`src/rtl/calc_engine.sv`:
```
// calc_engine: BCD-entry four-function calculator with serial shift-add multiply.
// Define CALC_DIV_EN to build the restoring divider (op_code 5); otherwise DIV is ignored.
module calc_engine #(
  parameter int NDIG = 4,
  parameter int AW   = 28
) (
  input  logic              clk,
  input  logic              reset,
  input  logic [4*NDIG-1:0] dig_in,
  input  logic              op_valid,
  input  logic [2:0]        op_code,
  output logic              op_ready,
  output logic              busy,
  output logic              cal_done,
  output logic [AW-1:0]     cal_ans,
  output logic [1:0]        cal_err
);

  localparam logic [2:0] OP_ENTER = 3'd1;
  localparam logic [2:0] OP_PLUS  = 3'd2;
  localparam logic [2:0] OP_MINUS = 3'd3;
  localparam logic [2:0] OP_MULT  = 3'd4;
  localparam logic [2:0] OP_DIV   = 3'd5;
  localparam logic [2:0] OP_ESC   = 3'd6;

  localparam logic [1:0] ERR_NONE = 2'd0;
  localparam logic [1:0] ERR_DIV0 = 2'd1;
  localparam logic [1:0] ERR_OVF  = 2'd2;
  localparam logic [1:0] ERR_BCD  = 2'd3;

  localparam int CW = $clog2(AW + 1);
  localparam logic [CW-1:0] CONV_LAST = CW'(NDIG - 1);
  localparam logic [CW-1:0] EXEC_LAST = CW'(AW - 1);

  typedef enum logic [2:0] {
    S_IDLE,
    S_CONV_A,
    S_WAIT,
    S_CONV_B,
    S_EXEC,
    S_OUTP
  } state_t;

  state_t r_state;
  state_t w_next;

  logic [2:0]        r_op;
  logic [4*NDIG-1:0] r_shift;
  logic [AW-1:0]     r_acc;
  logic              r_bad;
  logic [CW-1:0]     r_cnt;
  logic [AW-1:0]     r_a;
  logic [AW-1:0]     r_b;
  logic [AW-1:0]     r_hi;
  logic [AW-1:0]     r_lo;
  logic [AW-1:0]     r_ans;
  logic [1:0]        r_err;
  logic              r_done;

  logic              w_accept;
  logic              w_isArith;
  logic              w_isEnter;
  logic              w_isEsc;
  logic              w_divCode;
  logic              w_serialOp;
  logic [3:0]        w_digit;
  logic              w_badNow;
  logic [AW-1:0]     w_convNext;
  logic              w_convLast;
  logic              w_execLast;
  logic [AW:0]       w_sum;
  logic [AW:0]       w_mulSum;

`ifdef CALC_DIV_EN
  logic [AW:0]       w_remSh;
  logic              w_divGe;
  logic [AW-1:0]     w_divDiff;

  assign w_divCode  = (op_code == OP_DIV);
  assign w_serialOp = (r_op == OP_MULT) || (r_op == OP_DIV);
  assign w_remSh    = {r_hi, r_lo[AW-1]};
  assign w_divGe    = (w_remSh >= {1'b0, r_b});
  assign w_divDiff  = w_remSh[AW-1:0] - r_b;
`else
  assign w_divCode  = 1'b0;
  assign w_serialOp = (r_op == OP_MULT);
`endif

  assign op_ready = (r_state == S_IDLE) || (r_state == S_WAIT) || (r_state == S_OUTP);
  assign busy     = (r_state == S_CONV_A) || (r_state == S_CONV_B) || (r_state == S_EXEC);
  assign cal_done = r_done;
  assign cal_ans  = r_ans;
  assign cal_err  = r_err;

  assign w_accept  = op_valid && op_ready;
  assign w_isArith = (op_code == OP_PLUS) || (op_code == OP_MINUS) ||
                     (op_code == OP_MULT) || w_divCode;
  assign w_isEnter = (op_code == OP_ENTER);
  assign w_isEsc   = (op_code == OP_ESC);

  // Horner step on the most significant remaining digit; a bad digit is sticky.
  assign w_digit    = r_shift[4*NDIG-1 -: 4];
  assign w_badNow   = r_bad || (w_digit > 4'd9);
  assign w_convNext = (r_acc << 3) + (r_acc << 1) + {{(AW-4){1'b0}}, w_digit};
  assign w_convLast = (r_cnt == CONV_LAST);
  assign w_execLast = !w_serialOp || (r_cnt == EXEC_LAST);

  assign w_sum    = {1'b0, r_a} + {1'b0, r_b};
  assign w_mulSum = {1'b0, r_hi} + (r_lo[0] ? {1'b0, r_a} : {(AW+1){1'b0}});

  always_ff @(posedge clk) begin
    if (reset) begin
      r_state <= S_IDLE;
    end else begin
      r_state <= w_next;
    end
  end

  always_comb begin
    w_next = r_state;
    case (r_state)
      S_IDLE: begin
        if (w_accept && (w_isArith || w_isEnter)) begin
          w_next = S_CONV_A;
        end
      end
      S_CONV_A: begin
        if (w_convLast) begin
          w_next = (w_badNow || (r_op == OP_ENTER)) ? S_OUTP : S_WAIT;
        end
      end
      S_WAIT: begin
        if (w_accept && w_isEnter) begin
          w_next = S_CONV_B;
        end else if (w_accept && w_isEsc) begin
          w_next = S_IDLE;
        end
      end
      S_CONV_B: begin
        if (w_convLast) begin
          w_next = w_badNow ? S_OUTP : S_EXEC;
        end
      end
      S_EXEC: begin
        if (w_execLast) begin
          w_next = S_OUTP;
        end
      end
      S_OUTP: begin
        if (w_accept && w_isArith) begin
          w_next = S_WAIT;
        end else if (w_accept && w_isEsc) begin
          w_next = S_IDLE;
        end
      end
      default: w_next = S_IDLE;
    endcase
  end

  // Datapath: conversion, operand capture, serial execute and result registers.
  always_ff @(posedge clk) begin
    if (reset) begin
      r_op    <= '0;
      r_shift <= '0;
      r_acc   <= '0;
      r_bad   <= 1'b0;
      r_cnt   <= '0;
      r_a     <= '0;
      r_b     <= '0;
      r_hi    <= '0;
      r_lo    <= '0;
      r_ans   <= '0;
      r_err   <= ERR_NONE;
      r_done  <= 1'b0;
    end else begin
      r_done <= 1'b0;
      case (r_state)
        S_IDLE: begin
          if (w_accept && w_isEsc) begin
            r_ans <= '0;
            r_err <= ERR_NONE;
          end else if (w_accept && (w_isArith || w_isEnter)) begin
            r_op    <= op_code;
            r_shift <= dig_in;
            r_acc   <= '0;
            r_bad   <= 1'b0;
            r_cnt   <= '0;
            r_err   <= ERR_NONE;
          end
        end
        S_CONV_A, S_CONV_B: begin
          r_acc   <= w_convNext;
          r_shift <= r_shift << 4;
          r_bad   <= w_badNow;
          r_cnt   <= r_cnt + CW'(1);
          if (w_convLast) begin
            if (w_badNow) begin
              r_ans  <= '0;
              r_err  <= ERR_BCD;
              r_done <= 1'b1;
            end else if (r_state == S_CONV_A) begin
              if (r_op == OP_ENTER) begin
                r_ans  <= w_convNext;
                r_done <= 1'b1;
              end else begin
                r_a <= w_convNext;
              end
            end else begin
              r_b   <= w_convNext;
              r_cnt <= '0;
              r_hi  <= '0;
              r_lo  <= (r_op == OP_MULT) ? w_convNext : r_a;
            end
          end
        end
        S_WAIT: begin
          if (w_accept && w_isEsc) begin
            r_ans <= '0;
            r_err <= ERR_NONE;
          end else if (w_accept && w_isArith) begin
            r_op  <= op_code;
            r_err <= ERR_NONE;
          end else if (w_accept && w_isEnter) begin
            r_shift <= dig_in;
            r_acc   <= '0;
            r_bad   <= 1'b0;
            r_cnt   <= '0;
            r_err   <= ERR_NONE;
          end
        end
        S_EXEC: begin
          r_cnt <= r_cnt + CW'(1);
          case (r_op)
            OP_PLUS: begin
              r_done <= 1'b1;
              if (w_sum[AW]) begin
                r_ans <= '0;
                r_err <= ERR_OVF;
              end else begin
                r_ans <= w_sum[AW-1:0];
              end
            end
            OP_MINUS: begin
              r_done <= 1'b1;
              if (r_b > r_a) begin
                r_ans <= '0;
                r_err <= ERR_OVF;
              end else begin
                r_ans <= r_a - r_b;
              end
            end
            // Product accumulates in {r_hi, r_lo}; any bit left in r_hi means >= 2^AW.
            OP_MULT: begin
              r_hi <= w_mulSum[AW:1];
              r_lo <= {w_mulSum[0], r_lo[AW-1:1]};
              if (w_execLast) begin
                r_done <= 1'b1;
                if (w_mulSum[AW:1] != '0) begin
                  r_ans <= '0;
                  r_err <= ERR_OVF;
                end else begin
                  r_ans <= {w_mulSum[0], r_lo[AW-1:1]};
                end
              end
            end
`ifdef CALC_DIV_EN
            OP_DIV: begin
              r_hi <= w_divGe ? w_divDiff : w_remSh[AW-1:0];
              r_lo <= {r_lo[AW-2:0], w_divGe};
              if (w_execLast) begin
                r_done <= 1'b1;
                if (r_b == '0) begin
                  r_ans <= '0;
                  r_err <= ERR_DIV0;
                end else begin
                  r_ans <= {r_lo[AW-2:0], w_divGe};
                end
              end
            end
`endif
            default: ;
          endcase
        end
        S_OUTP: begin
          if (w_accept && w_isEsc) begin
            r_ans <= '0;
            r_err <= ERR_NONE;
          end else if (w_accept && w_isArith) begin
            r_a   <= r_ans;
            r_op  <= op_code;
            r_err <= ERR_NONE;
          end
        end
        default: ;
      endcase
    end
  end

endmodule

```
`config.mk`:
```
export PLATFORM = sky130hd
export DESIGN_NAME = calc_engine
export DESIGN_NICKNAME = d
export VERILOG_FILES = /design/src/rtl/calc_engine.sv
export SDC_FILE = /design/constraint.sdc
export NUM_CORES = 1
export LEC_CHECK = 0
export ABC_AREA = 1
export CORE_MARGIN = 2
export CORE_UTILIZATION = 55
export CTS_BUF_LIST = sky130_fd_sc_hd__clkbuf_8
export DETAILED_ROUTE_END_ITERATION = 8
export GPL_TIMING_DRIVEN = 0
export PLACE_DENSITY = 0.73
export REMOVE_ABC_BUFFERS = 1
export SLEW_MARGIN = 10
export SYNTH_ARGS = -nofsm -noshare
export SYNTH_HDL_FRONTEND = slang
export SYNTH_SLANG_ARGS = --single-unit
```
`constraint.sdc`:
```
create_clock -name clk -period 8.3 [get_ports clk]
set_input_delay 2.49 -clock clk [delete_from_list [all_inputs] [get_ports clk]]
set_output_delay 2.49 -clock clk [all_outputs]
set_load 0.01 [all_outputs]
```
==> qor.csv <==
stage,metric,value,unit
global_routing,antenna_found_initial,0,
cts,cts-buffers-inserted,17,
cts,number_of_buffers_between_clock_root_and_the_deepest_sink,2,
critical_path,timing.critical_path.to_type,primary output,
route,drt_first_pass_iters,5,
yosys,asyncSetResetFlopFracSynth,0,%
run,maxCapViolations,0,
yosys,yosysMostFrequentCell,nand2_1,
sta,setup_viol,0,
critical_path,critical_path.startpoint_type,flip-flop,
global_routing,first_pass_grt_wire_length,86600,um
yosys,yosysTopAreaCellShare,24.0,%
yosys,synth.cell_area,16500,um2
power,power.leakage,0.00869,uW
floorplanning,design.portCount,55,
hold_path,min_path_cells,2,
cts,tritoncts,done,
placement,detailedPlace.worstSlack,3.06,ns
floorplanning,core_area,29600,um2
sta,hold_violations,0,
cts,cts_root_buf,clkbuf_8,
power,power_density,204,nW/um2
critical_path,critical_path_class,reg2out,
route,initialDrtViolationCount,1664,
cts,cts-hold-fix-buffers,0,
route,route.detailed.wl_per_inst,17.8,um
route,post_detailed_route_drc_marker_count,0,
placement,dp_hpwl,41700,um
sta,fin_setup_tns,0,ns
final_layout,postLayoutCoreUtil,59.9,%
sta,fin_crit_sh,65.7,%
sta,finalClockSkew,0.0249,ns
floorplanning,initial_utilization,55.8,%
critical_path,rr_worst_depth,11,
global_routing,grt_util_all_layers,34.9,%
yosys,synth_top_flop_cell,dfxtp_1,
sta,tightestPinTransition,1.19,ns
sta,timing.final.crit_period,5.45,ns
hold_path,worst_hold_path_type,reg2reg,
route,avg_vias_per_cell,5.82,
final_layout,filler_cell_count,2924,
cts,clock-sinks,198,
yosys,yosysWarningCount,0,
sta,timing.fmax,183,MHz
floorplanning,chipWidth,177,um
power,ir_drop,406,uV
final_layout,net_count_final,2839,
floorplanning,row_count,63,
critical_path,cp_data_required_time,5.81,ns
cts,worstSkewPairLatency,0.53,ns
sta,slew-limit-headroom,20.7,%
placement,routabilityCongestion,0.986,
yosys,yosysSeqAreaShare,24.0,%
final_layout,synthToLayoutAreaGrowth,7.33,%
route,drt_wl_total,54900,um
route,vias,17900,
global_routing,number_of_global_route_vias_before_repair,16600,
yosys,ys_ff_latch,198,
sta,final_critical_path_setup_slack,2.85,ns
final_layout,drive_gt1_share,3.75,%
power,total_power,3620,uW
cts,clkTransAtPathRegs,0.10,ns
floorplanning,design.die.area,31500,um2
cts,post-cts-setup-buffers,0,
yosys,synth_area_leaders,"dfxtp_1 (24%), nand2_1 (16%), a21oi_1 (11%), ha_1 (10%), inv_1 (7.9%)",
yosys,synthCells,2708,
critical_path,worst_path_largest_cell_delay,0.86,ns
yosys,synth_top_area_cell,dfxtp_1,
yosys,synth_cell_type_count,47,
floorplanning,die-height,177,um
critical_path,crit_path_cell_trace,inv_2 > nor2_4 > nor2_1 > inv_1 > clkdlybuf4s50_1,
route,ant_nets,0,
global_routing,overflow,0,
cts,cts-htree-levels,4,
global_routing,grt_max_degree,71,
yosys,synth_top_cells_by_count,"nand2_1 (718), a21oi_1 (362), inv_1 (350)",
final_layout,antenna-diode-count,0,
critical_path,arrival,2.96,ns
critical_path,timing.critical_path.fanout_max,45,
placement,place.port_buffers,54,
sta,rsz0062_at_grt,no,
sta,timing_max_transition_violations_final,0,
critical_path,crit_path_top_delay_cell,nor2_4,
yosys,edff_count_synth,0,
cts,post_cts_repair_resize_count,0,
yosys,syn_area_per_cell,6.11,um2
outcome,outcome,"complete, no violations",
[report_power, final]
| group | leakage, uW | internal [uW] | switching, uW |
|---|---|---|---|
| registers | 0.00161 | 1110 | 161 |
| logic | 0.00688 | 551 | 1140 |
| clock network | 0.000205 | 250 | 409 |
| total | 0.00869 | 1910 | 1710 |
[worst paths after layout]
check | end | from | slack [ns]
worst min register to register | r_shift[2] | r_shift[2] | 0.47
worst max register to register | r_lo[10] | r_state[0] | 3.60
worst max-delay path | busy | r_state[0] | 2.85
worst min-delay path | r_shift[2] | r_shift[2] | 0.47
[flip-flops by register name (all words and copies together) (netlist names), 2 cells and up]
name     flops
cal_ans     28
cal_err      2
r_a         28
r_acc       27
r_b         28
r_cnt        5
r_hi        28
r_lo        28
r_op         3
r_shift     16
r_state      3
[layout by cell type, fill, tap and decap left out, drive strengths merged]
cell / Yosys / final
a41oi: 1 / 1
fa: 5 / 5
o31ai: 1 / 1
buf: 41 / 14
a21oi: 364 / 364
xnor2: 11 / 11
ha: 135 / 135
nor2: 196 / 196
o22ai: 2 / 2
and2: 4 / 4
or2: 11 / 11
o221ai: 1 / 1
nor3: 22 / 22
o21a: 5 / 5
a21o: 9 / 9
a221oi: 9 / 9
bufinv: 0 / 1
clkbuf: 76 / 17
o221a: 1 / 1
a31oi: 27 / 27
o21bai: 12 / 12
o211ai: 23 / 23
a22oi: 2 / 2
o21ai: 218 / 218
nand3b: 20 / 20
clkdlybuf4s50: 0 / 53
dfxtp: 198 / 198
nor4: 8 / 8
a211oi: 3 / 3
xor2: 31 / 31
nand2: 722 / 722
clkinv: 0 / 9
inv: 361 / 366
o2111ai: 1 / 1
nand4: 22 / 22
a21boi: 1 / 1
nor3b: 4 / 4
nand3: 161 / 161
[critical path, delay by kind of cell (launching register included)]
kind	cells	cell delay [ns]
flip-flops	1	0.50
AND/OR/NAND/NOR	2	1.07
buffers and inverters	3	0.88
[layer usage]
layer / track usage (%) / vias to the layer above / part of all wire, %
met5: 0 / - / 0
met3: 5.96 / 91 / 7.9
li1: - / 8813 / -
met2: 58.1 / 693 / 45
met4: 9.94 / 0 / 2.2
met1: 46.4 / 8337 / 44
[through the flow]
step                      hold WS (ns)  cells  area [um2]
final                            0.472   3080       17800
after global routing             0.487   3080       17800
after floorplan                  0.439   2591       16000
after CTS                        0.473   3080       17800
after detailed placement         0.457   3048       17400
after global placement           0.452   3035       17000
[layout make-up]
class,count,area [um2],area share (%)
multi-input cells,2032,10800,60.7
flip-flops and latches,198,3960,22.3
inverters,361,1360,7.63
repair buffers,67,774,4.36
well taps,390,488,2.75
clock buffers,17,234,1.32
clock inverters,15,166,0.937
[kinds of logic (layout without fill, tap and decap cells)]
family                     after synthesis  after routing  share of synthesized area (%)
xor gates and xnor gates                42             42                           2.22
DFF                                    198            198                           24.0
and+or+nand+nor                       1170           1170                           29.7
AOI/OAI and AO/OA                      680            680                           22.0
adders and majority gates              140            140                           10.8
buffers and inverters                  478            460                           11.3
Power figures use the tool's default switching activity.
